$ cat src/rtl/exe_stage_unit.sv
// Execute stage: ALU, NZCV status register, branch target and
// the valid/ready EX/MEM register feeding the memory stage.
module exe_stage_unit #(
    parameter int WIDTH  = 32,
    parameter int DEST_W = 4
) (
    input  logic              clk,
    input  logic              rst_n,
    input  logic              flush,
    input  logic              in_valid,
    output logic              in_ready,
    input  logic [3:0]        exe_command,
    input  logic              mem_read_enable,
    input  logic              mem_write_enable,
    input  logic              write_back_enable,
    input  logic              branch,
    input  logic              status_out,
    input  logic [WIDTH-1:0]  val_rn,
    input  logic [WIDTH-1:0]  val2,
    input  logic [WIDTH-1:0]  st_val,
    input  logic [DEST_W-1:0] dest,
    input  logic [WIDTH-1:0]  pc_in,
    input  logic [23:0]       imm24,
    output logic              out_valid,
    input  logic              out_ready,
    output logic [WIDTH-1:0]  alu_result,
    output logic [WIDTH-1:0]  st_val_out,
    output logic [DEST_W-1:0] dest_out,
    output logic              mem_read_out,
    output logic              mem_write_out,
    output logic              wb_en_out,
    output logic              branch_taken,
    output logic [WIDTH-1:0]  branch_addr,
    output logic [3:0]        status
);

    localparam logic [3:0] OP_MOV = 4'b0001;
    localparam logic [3:0] OP_MVN = 4'b1001;
    localparam logic [3:0] OP_ADD = 4'b0010;
    localparam logic [3:0] OP_ADC = 4'b0011;
    localparam logic [3:0] OP_SUB = 4'b0100;
    localparam logic [3:0] OP_SBC = 4'b0101;
    localparam logic [3:0] OP_AND = 4'b0110;
    localparam logic [3:0] OP_ORR = 4'b0111;
    localparam logic [3:0] OP_EOR = 4'b1000;

    typedef struct packed {
        logic [WIDTH-1:0]  result;
        logic [WIDTH-1:0]  st_val;
        logic [DEST_W-1:0] dest;
        logic              mem_read;
        logic              mem_write;
        logic              wb_en;
        logic              branch;
        logic [WIDTH-1:0]  branch_addr;
    } ex_mem_t;

    ex_mem_t          q;
    logic             valid_q;
    logic [3:0]       nzcv_q;

    logic             accept;
    logic             cin;
    logic [WIDTH:0]   a_x;
    logic [WIDTH:0]   b_x;
    logic [WIDTH:0]   sum;
    logic [WIDTH-1:0] res;
    logic             c_new;
    logic             v_new;
    logic             upd_cv;
    logic [3:0]       nzcv_next;
    logic [WIDTH-1:0] br_off;

    assign in_ready = rst_n && (!valid_q || out_ready);
    assign accept   = in_valid && in_ready && !flush;

    assign cin = nzcv_q[1];
    assign a_x = {1'b0, val_rn};
    assign b_x = {1'b0, val2};

    // ALU result plus carry/overflow for arithmetic ops
    always_comb begin
        sum    = '0;
        res    = '0;
        c_new  = 1'b0;
        v_new  = 1'b0;
        upd_cv = 1'b0;
        unique case (1'b1)
            exe_command == OP_MOV: res = val2;
            exe_command == OP_MVN: res = ~val2;
            exe_command == OP_ADD,
            exe_command == OP_ADC: begin
                sum    = a_x + b_x
                       + {{WIDTH{1'b0}}, (exe_command == OP_ADC) && cin};
                res    = sum[WIDTH-1:0];
                upd_cv = 1'b1;
                c_new  = sum[WIDTH];
                v_new  = (val_rn[WIDTH-1] == val2[WIDTH-1])
                       && (res[WIDTH-1] != val_rn[WIDTH-1]);
            end
            exe_command == OP_SUB,
            exe_command == OP_SBC: begin
                sum    = a_x - b_x
                       - {{WIDTH{1'b0}}, (exe_command == OP_SBC) && !cin};
                res    = sum[WIDTH-1:0];
                upd_cv = 1'b1;
                c_new  = !sum[WIDTH];
                v_new  = (val_rn[WIDTH-1] != val2[WIDTH-1])
                       && (res[WIDTH-1] != val_rn[WIDTH-1]);
            end
            exe_command == OP_AND: res = val_rn & val2;
            exe_command == OP_ORR: res = val_rn | val2;
            exe_command == OP_EOR: res = val_rn ^ val2;
            default:               res = '0;
        endcase
    end

    // Logical ops keep the previous C and V
    always_comb begin
        nzcv_next = {res[WIDTH-1],
                     res == '0,
                     upd_cv ? c_new : nzcv_q[1],
                     upd_cv ? v_new : nzcv_q[0]};
    end

    assign br_off = {{(WIDTH-26){imm24[23]}}, imm24, 2'b00};

    // EX/MEM register and status: load on accept, drain or hold otherwise
    always_ff @(posedge clk) begin
        if (!rst_n) begin
            q       <= '0;
            valid_q <= 1'b0;
            nzcv_q  <= 4'b0000;
        end else if (flush) begin
            valid_q <= 1'b0;
        end else if (accept) begin
            valid_q       <= 1'b1;
            q.result      <= res;
            q.st_val      <= st_val;
            q.dest        <= dest;
            q.mem_read    <= mem_read_enable;
            q.mem_write   <= mem_write_enable;
            q.wb_en       <= write_back_enable;
            q.branch      <= branch;
            q.branch_addr <= pc_in + br_off;
            if (status_out) begin
                nzcv_q <= nzcv_next;
            end
        end else if (out_ready) begin
            valid_q <= 1'b0;
        end
    end

    assign out_valid     = valid_q;
    assign alu_result    = q.result;
    assign st_val_out    = q.st_val;
    assign dest_out      = q.dest;
    assign mem_read_out  = q.mem_read;
    assign mem_write_out = q.mem_write;
    assign wb_en_out     = q.wb_en;
    assign branch_taken  = q.branch && valid_q;
    assign branch_addr   = q.branch_addr;
    assign status        = nzcv_q;

endmodule
$ cat config.mk
export PLATFORM = sky130hd
export DESIGN_NAME = exe_stage_unit
export DESIGN_NICKNAME = d
export VERILOG_FILES = /design/src/rtl/exe_stage_unit.sv
export SDC_FILE = /design/constraint.sdc
export NUM_CORES = 1
export LEC_CHECK = 0
export CORE_UTILIZATION = 53
export CTS_BUF_LIST = sky130_fd_sc_hd__clkbuf_8 sky130_fd_sc_hd__clkbuf_16
export DETAILED_ROUTE_END_ITERATION = 16
export PLACE_DENSITY = 0.91
export SLEW_MARGIN = 40
export SYNTH_ARGS = -nofsm -noshare
export SYNTH_HDL_FRONTEND = slang
export SYNTH_SLANG_ARGS = --single-unit
$ cat constraint.sdc
create_clock -name clk -period 8 [get_ports clk]
set_input_delay 1.2 -clock clk [delete_from_list [all_inputs] [get_ports clk]]
set_output_delay 1.2 -clock clk [all_outputs]
set_load 0.02 [all_outputs]
==> summary.md <==
| Metric | Value |
|---|---|
| Status | `finished clean` |
| I/O pins | `280` |
| FF+latch count, synth | `around 110` |
| Hold worst-path end | `branch_addr[26]` |
| CTS tree | `built` |
| CP Launch Point | `exe_command[1]` |
| Design Power | `around 2.0 mW` |
| Sequential Power Share | `28.6%` |
| Post-route clock period utilization | `73.3%` |
| Startpoint Class | `input port` |
| Clock root cell | `clkbuf_16` |
| Fin. max-slew vios | `0` |
| Routed vias | `around 13000` |
| Gpl congestion | `0.964` |
| Pwr/cell area | `133 nW/um^2` |
| Worst-path maximum fanout | `12` |
| Placed Cells | `2170` |
| Crit-path slowest cell | `clkdlybuf4s50_1` |
| Core area | `around 24000 um^2` |
| First-pass GRT wire length | `around 68000 um` |
| Clock latency on the worst-skew pair | `roughly 350 ps` |
| Crit-path cells | `clkdlybuf4s50_1, inv_1, nand3_1, nor3b_1, fa_1, inv_1, ha_1, nor2_1, fa_1, nand2b_1, a21oi_1, nand4bb_1, a21oi_2, o21ai_1, or4b_4, nor4_2, nand4_1, nor4_2, a31o_1` |
| Finished Core Util | `roughly 65%` |
| Nets@finish | `2192` |
| Synth Cell Area | `between 10000 and 15000 um^2` |
| Global Route Usage Sum | `34.8%` |
| Port bufs | `between 200 and 300` |
| Num Clock Sinks | `109` |
| Setup TNS | `0 ps` |
| Hold slack | `around 450 ps` |
| Leak | `6.20 nW` |
| Max Cap Viol | `0` |
| Synth Net Count | `between 2000 and 2500` |
| FP Rows | `56` |
| Routed Antenna Nets | `0` |
| Die Span Y | `about 160 um` |
| DP Area | `between 15000 and 20000 um^2` |
| Clk pin slew, worst setup/hold paths | `70 ps` |
| Post-synth EDFFs | `0` |
| Avg Cell Area, Syn | `approximately 7.3 um^2` |
| Global route total overflow | `0` |
| Fin area | `roughly 15000 um^2` |
| Die X | `around 160 um` |
| Peak Freq | `between 150 and 200 MHz` |
| Worst-case reg-to-reg path depth | `16` |
| WP data required | `approximately 8300 ps` |
| Final Hold Vio Count | `0` |
| Initial core utilization | `~54%` |
| Worst slack, placed | `about 1900 ps` |
| Max-slew headroom | `between 40% and 50%` |
| Critical R2R Launch | `status[1]` |
| DIE AREA | `24700 um^2` |
| Maximum root-to-sink buffer count | `2` |
| # DRC | `0` |
| Worst endpoint data arrival time | `6160 ps` |
| Pre-antenna DRT Iters | `5` |
| Post CTS Setup Buffer Count | `0` |
| # diodes | `0` |
| Total length of routed wires | `approximately 45000 um` |
| Reg2Reg Capture Point | `status[2]` |
| Fraction of layout cells with a size suffix above 1 | `3.80%` |
| Final setup fails | `0` |
| Worst setup EP type | `register` |
| CTS Buf Count | `9` |
| HP Start | `branch_addr[26]` |
| Final HPWL DP | `around 34000 um` |
| WHS Path Cells | `2` |
| H-tree levels | `3` |
| Sequential-to-total area share from yosys stat | `roughly 17%` |
| Net switching power | `approximately 800 uW` |
| Switching part of the total | `between 30% and 40%` |
| Slowest stage delay, CP | `670 ps` |
| Vias in the first global route | `roughly 13000` |
| Final worst slack | `roughly 2100 ps` |
| Synth warn | `0` |
| Wire per inst | `around 20 um` |
| Post-CTS Hold Buffers | `0` |
| Tightest Pin Transition | `approximately 850 ps` |
| RSZ-0062 raised after global routing | `no` |
| Combinational power share | `around half` |
| Cell internal pwr | `between 1 and 1.5 mW` |
| Vias per inst | `just over 6` |
| Cell count after synthesis | `roughly 1800` |
| Ys flop type | `dfxtp_1` |
| DR iter-0 viols | `roughly 1500` |
| Worst IR drop on VDD | `between 0.1 and 0.15 mV` |
| Worst Skew | `9.67 ps` |
| Reg2Reg Setup Slack | `roughly 3700 ps` |
| P&R area growth vs syn | `19.9%` |
| Clk network pwr share | `a little under a quarter` |
| Initial antenna violation count | `0` |
| Fin cells | `2186` |
| Setup CP Type | `in -> reg` |
| Synth async-reset ratio | `0%` |
| Final min period | `around 6000 ps` |
| Pin count of the biggest net entering global routing | `between 90 and 100` |
| Netlist cell types | `a little under 90` |
| CTS resizes | `0` |
| Worst hold path type | `reg -> reg` |
==> routing by layer <==
metal / global-route usage, % / part of all wire [%] / wire length [um]
met1: 42.1 / 40 / 17600
met2: 58.6 / 46 / 20500
met3: 7.08 / 9.6 / 4280
met4: 17.1 / 4.9 / 2170
met5: 0 / 0 / 0
==> state kept, by name (all words and copies together) (netlist names), 4 cells and up <==
| register | flops |
|---|---|
| alu_result | 32 |
| branch_addr | 32 |
| dest_out | 4 |
| st_val_out | 32 |
| status | 4 |
==> cells in the mapped netlist, types with 32 or more instances <==
cell,n,area [um^2]
nand2_1,199,747
a21oi_1,155,776
ha_1,155,1940
inv_1,135,507
nor2_1,129,484
dfxtp_1,109,2180
buf_4,100,751
clkbuf_1,77,289
o21ai_0,67,335
xnor2_1,56,490
a211oi_1,39,293
nor3_1,36,180
a21o_1,33,248
nand3_1,32,160
==> power by group through the flow <==
stage / clock, mW / sequential (mW) / combinational, mW
floorplan: 0 / 0.590 / 0.658
global placement: 0 / 0.593 / 0.936
detailed placement: 0 / 0.594 / 0.950
CTS: 0.483 / 0.581 / 0.957
global route: 0.500 / 0.584 / 1.06
finish: 0.473 / 0.581 / 0.977
==> worst max-delay path by stage <==
stage	slack, ps	end	cells past startpoint
2_1_floorplan	2000	status[2]	21
3_3_place_gp	1910	status[2]	19
3_5_place_dp	1850	status[2]	19
4_1_cts	2220	status[2]	19
5_1_grt	1840	status[2]	19
6_report	2140	status[2]	19
==> worst max-delay path: cells and delay by family <==
kind / cells / cell delay, ps
buffers and inverters: 3 / 1000
and+or+nand+nor: 9 / 2100
adders and majority gates: 3 / 1090
AOI/OAI and AO/OA: 4 / 760
==> cells in the final DEF, fill, tap and decap left out, types with 15 or more instances in the layout <==
master           Yosys  final
a21o_1              33     33
a31oi_1             15     15
mux2i_1             30     30
o22ai_1             25     25
nand4_1             18     18
inv_1              135    135
nand2_1            199    199
xnor2_1             56     56
a211oi_1            39     39
a21oi_1            155    155
ha_1               155    155
nor2b_1             16     15
o21ai_0             67     67
a221oi_1            16     16
a22oi_1             23     23
nor2_1             129    127
dfxtp_1            109    109
nor3_1              36     35
xor2_1              25     25
clkdlybuf4s50_1      0    277
nand3_1             32     31
and3_1              18     17
==> cell type report <==
cell class / instances / area (um^2)
Clock inverter: 7 / 87.6
Tap cell: 319 / 399
Multi-Input combinational cell: 1311 / 9010
Sequential cell: 109 / 2180
Clock buffer: 9 / 225
Inverter: 137 / 515
Fill cell: 2049 / 8220
Timing Repair Buffer: 294 / 2900
==> cell families after synthesis <==
logic type | count (synthesis) | synth area share [%]
adders and majority gates | 160 | 16.0
xor gates and xnor gates | 81 | 5.55
DFF | 109 | 17.1
buffers and inverters | 330 | 12.8
AOI/OAI and AO/OA | 507 | 26.5
and+or+nand+nor | 531 | 19.6
muxes | 32 | 2.53
Power figures use the tool's default switching activity.
==> RTL edit 1, RTL diff (same flow settings) <==
`WIDTH`: 32 -> 48.
--- a/src/rtl/exe_stage_unit.sv
+++ b/src/rtl/exe_stage_unit.sv
@@ -1,7 +1,7 @@
 // Execute stage: ALU, NZCV status register, branch target and
 // the valid/ready EX/MEM register feeding the memory stage.
 module exe_stage_unit #(
-    parameter int WIDTH  = 32,
+    parameter int WIDTH  = 48,
     parameter int DEST_W = 4
 ) (
     input  logic              clk,
Ports: changed (7 resized); port bits go from 280 to 392. No check against the original RTL was run, so the function may have changed too.
==> RTL edit 1 against the unedited design <==
Sequential cell count increased by 48; die area is 49% higher; via count increased by 56%; final area grew 49%; wire length is 64% higher; synthesized cell count up 52%; cell count rose by 50%; setup slack got worse by 0.43 ns; synthesized area is 49% higher; sequential power up 45%; largest cell class unchanged; power rose by 59%; highest routed layer unchanged; core utilization shrank 0.80 points; maximum frequency is 6.8% lower.
==> RTL edit 1: results (changes against the unedited design) <==
metric,value,unit,change
status,completed,,unchanged
regArea,0.00314,mm²,was 0.00218 mm²
whs,0.450,ns,was 0.454 ns
buf_share,18.1,%,was 18.9%
syn_avg_cell_area,7.17,µm²,was 7.30 µm²
cts_buffers,17,,was 9
place_area,0.0221,mm²,was 0.0150 mm²
clk_latency,0.44,ns,was 0.35 ns
comb_power,1520,µW,was 977 µW
htreeDepth,4,,was 3
cts.sinks,157,,was 109
clkCellAreaFrac,2.79,%,was 2.04%
netlist.area_leader.share,16.5,%,was 17.1%
met1Wirelength,28700,µm,was 17600 µm
n_fill_cell,3071,,was 2049
final_cells,3276,,was 2186
ys_types,90,,was 89
grt_use_total,38.5,%,was 34.8%
tightest_slew,0.927,ns,was 0.846 ns
peakVddDrop,0.000159,V,was 0.000107 V
grt_max_degree,75,,was 99
min_from,branch_addr[14]$_SDFFE_PN0P_,,was branch_addr[26]$_SDFFE_PN0P_
path_max_fanout,5,,was 12
antenna_found_initial,0,,unchanged
drt-vias-per-instance,6.37,,was 6.10
n_all_buffers,421,,was 294
ff2ff_path_depth,19,,was 16
power_leakage,0.00947,µW,was 0.00620 µW
grt_pass1_vias,19701,,was 12562
r2r_slack,2.74,ns,was 3.67 ns
p_clk_share,27.3,%,was 23.3%
grt_pass1_wl,110000,µm,was 67700 µm
gp_congestion,1.04,,was 0.964
io_buffer_count,391,,was 279
p_per_area,142,mW/mm²,was 133 mW/mm²
fmax,159,MHz,was 171 MHz
clockBufferCount,21,,was 9
dp.cells,3241,,was 2170
insertedDiodeCount,1,,was 0
syn_nets,3137,,was 2080
gr-usage-met1,47.4,%,was 42.1%
grt_use_met2,61.8,%,was 58.6%
synth_common_cells,"nand2_1 (340), a21oi_1 (276), ha_1 (235), inv_1 (184), nor2_1 (175)",,"was nand2_1 (199), a21oi_1 (155), ha_1 (155), inv_1 (135), nor2_1 (129)"
synth-compound-area-share,28.5,%,was 26.5%
met3_usage,8.79,%,was 7.08%
fin_skew,0.00880,ns,was 0.00967 ns
drt_iter0_markers,2340,,was 1478
dp_hpwl,56800,µm,was 34300 µm
ys_seq_area_share,16.5,%,was 17.1%
drive_above_1_share,3.84,%,was 3.80%
worstPathArrival,6.65,ns,was 6.16 ns
synth.area.top_cells,"dfxtp_1 (16%), ha_1 (15%), a21oi_1 (7.2%), nand2_1 (6.7%), buf_4 (5.8%)",,"was dfxtp_1 (17%), ha_1 (15%), a21oi_1 (6.1%), buf_4 (5.9%), nand2_1 (5.8%)"
inverters,184,,was 137
multiInputGateArea,0.0136,mm²,was 0.00901 mm²
drtPass1Iterations,6,,was 5
synth_xor_xnor_area_share,5.50,%,was 5.55%
synth_mux_area_share,1.46,%,was 2.53%
area_growth,19.4,%,was 19.9%
RTL edit 1: worst min-delay path by stage:
stage	endpoint	cells after the start
2_1_floorplan	q[48]$_SDFFE_PN0P_	2
3_3_place_gp	branch_addr[35]$_SDFFE_PN0P_	2
3_5_place_dp	branch_addr[31]$_SDFFE_PN0P_	2
4_1_cts	branch_addr[31]$_SDFFE_PN0P_	2
5_1_grt	branch_addr[13]$_SDFFE_PN0P_	2
6_report	branch_addr[14]$_SDFFE_PN0P_	2
RTL edit 1: critical path: stages:
cell and delay [ns]:
clkdlybuf4s50_1 0.43, nand3b_1 0.23, nor3b_1 0.32, fa_1 0.49, inv_1 0.07, ha_1 0.17, nor2_1 0.07, fa_1 0.44
nand2b_4 0.11, a2111oi_4 0.11, nor4_1 0.41, nor2_2 0.12, o311ai_1 0.28, buf_4 0.19, mux2_2 0.34, nand4bb_1 0.20
nor4_1 0.31, nand4_1 0.17, nor4_1 0.44, nand4_1 0.18, o41ai_2 0.35
==> RTL edit 2, RTL diff (same settings) <==
Without the edit above. Register the output `status` once more, cleared by the reset; this adds one clock of latency there. The other outputs are not delayed to match.
--- a/src/rtl/exe_stage_unit.sv
+++ b/src/rtl/exe_stage_unit.sv
@@ -160,6 +160,12 @@
     assign wb_en_out     = q.wb_en;
     assign branch_taken  = q.branch && valid_q;
     assign branch_addr   = q.branch_addr;
-    assign status        = nzcv_q;
+    always_ff @(posedge clk) begin
+        if (!rst_n) begin
+            status <= '0;
+        end else begin
+            status <= nzcv_q;
+        end
+    end
 
 endmodule
Function: changed (Yosys sat finds a counterexample within 4 cycles, from zero or initial values and one cycle with rst_n low).
==> RTL edit 2 against the unedited design <==
Final area shrank 2.5%; sequential power grew 4.0%; largest power group unchanged; power grew 13%; setup slack lost 0.32 ns; critical path depth grew 3; wire length shrank 13%; synthesized area shrank 5.2%; largest cell class unchanged; sequential cell count grew 4; synthesized cell count shrank 7.3%.
==> RTL edit 2: results (changes against the unedited design) <==
metric,value,unit,change
p_int,1500,µW,was 1230 µW
ys_types,86,,was 89
wl,38500,µm,was 44500 µm
clockBufferCount,19,,was 9
ff2ff_path_depth,18,,was 16
crit_path_start,exe_command[2],,was exe_command[1]
critPathTopFamily,compound AO/OA/AOI/OAI gates,,was simple AND/OR/NAND/NOR gates
worstPathArrival,6.53,ns,was 6.16 ns
ys_seq_area_share,18.7,%,was 17.1%
grt_use_total,32.0,%,was 34.8%
path_max_fanout,16,,was 12
status,completed,,unchanged
whs,0.449,ns,was 0.454 ns
cts_buffers,17,,was 9
p_clk,784,µW,was 473 µW
multi_input_area_share,55.9,%,was 58.8%
n_all_buffers,293,,was 294
synth_common_cells,"nand2_1 (195), a21oi_1 (165), ha_1 (155), inv_1 (122), dfxtp_1 (113)",,"was nand2_1 (199), a21oi_1 (155), ha_1 (155), inv_1 (135), nor2_1 (129)"
comb_power,911,µW,was 977 µW
dr_total_vias,12412,,was 13343
inverters,122,,was 137
grt_pass1_wl,60500,µm,was 67700 µm
cp-endpoint,nzcv_q[2]$_SDFFE_PN0P_,,was status[2]$_SDFFE_PN0P_
p_sw_share,34.9,%,was 39.3%
nFlopsAndLatches,113,,was 109
-- RTL edit 2: cell types whose count changed after synthesis, moves of 10 or more --
| cell | delta |
|---|---|
| nor2_1 | -33 |
| mux2i_1 | -26 |
| a21o_1 | +21 |
| clkbuf_1 | -18 |
| inv_1 | -13 |
| xnor2_1 | +12 |
| o21ai_1 | +11 |
| a211oi_1 | -10 |
| a21oi_1 | +10 |
| and3_1 | -10 |
-- RTL edit 2: kinds of logic after synthesis --
family / after synthesis / synth area share, %
multiplexers: 8 / 0.702
adder cells (fa/ha/maj): 160 / 16.8
AND/OR/NAND/NOR: 432 / 16.1
buffers and inverters: 303 / 12.7
AO/OA/AOI/OAI: 513 / 28.2
XOR/XNOR: 94 / 6.85
flip-flops: 113 / 18.7
-- RTL edit 2: routing by layer --
layer / share of wire [%] / track usage [%]
met1: 41 / 39.7
met2: 46 / 53.7
met3: 9.2 / 6.69
met4: 4.0 / 13.2
met5: 0 / 0
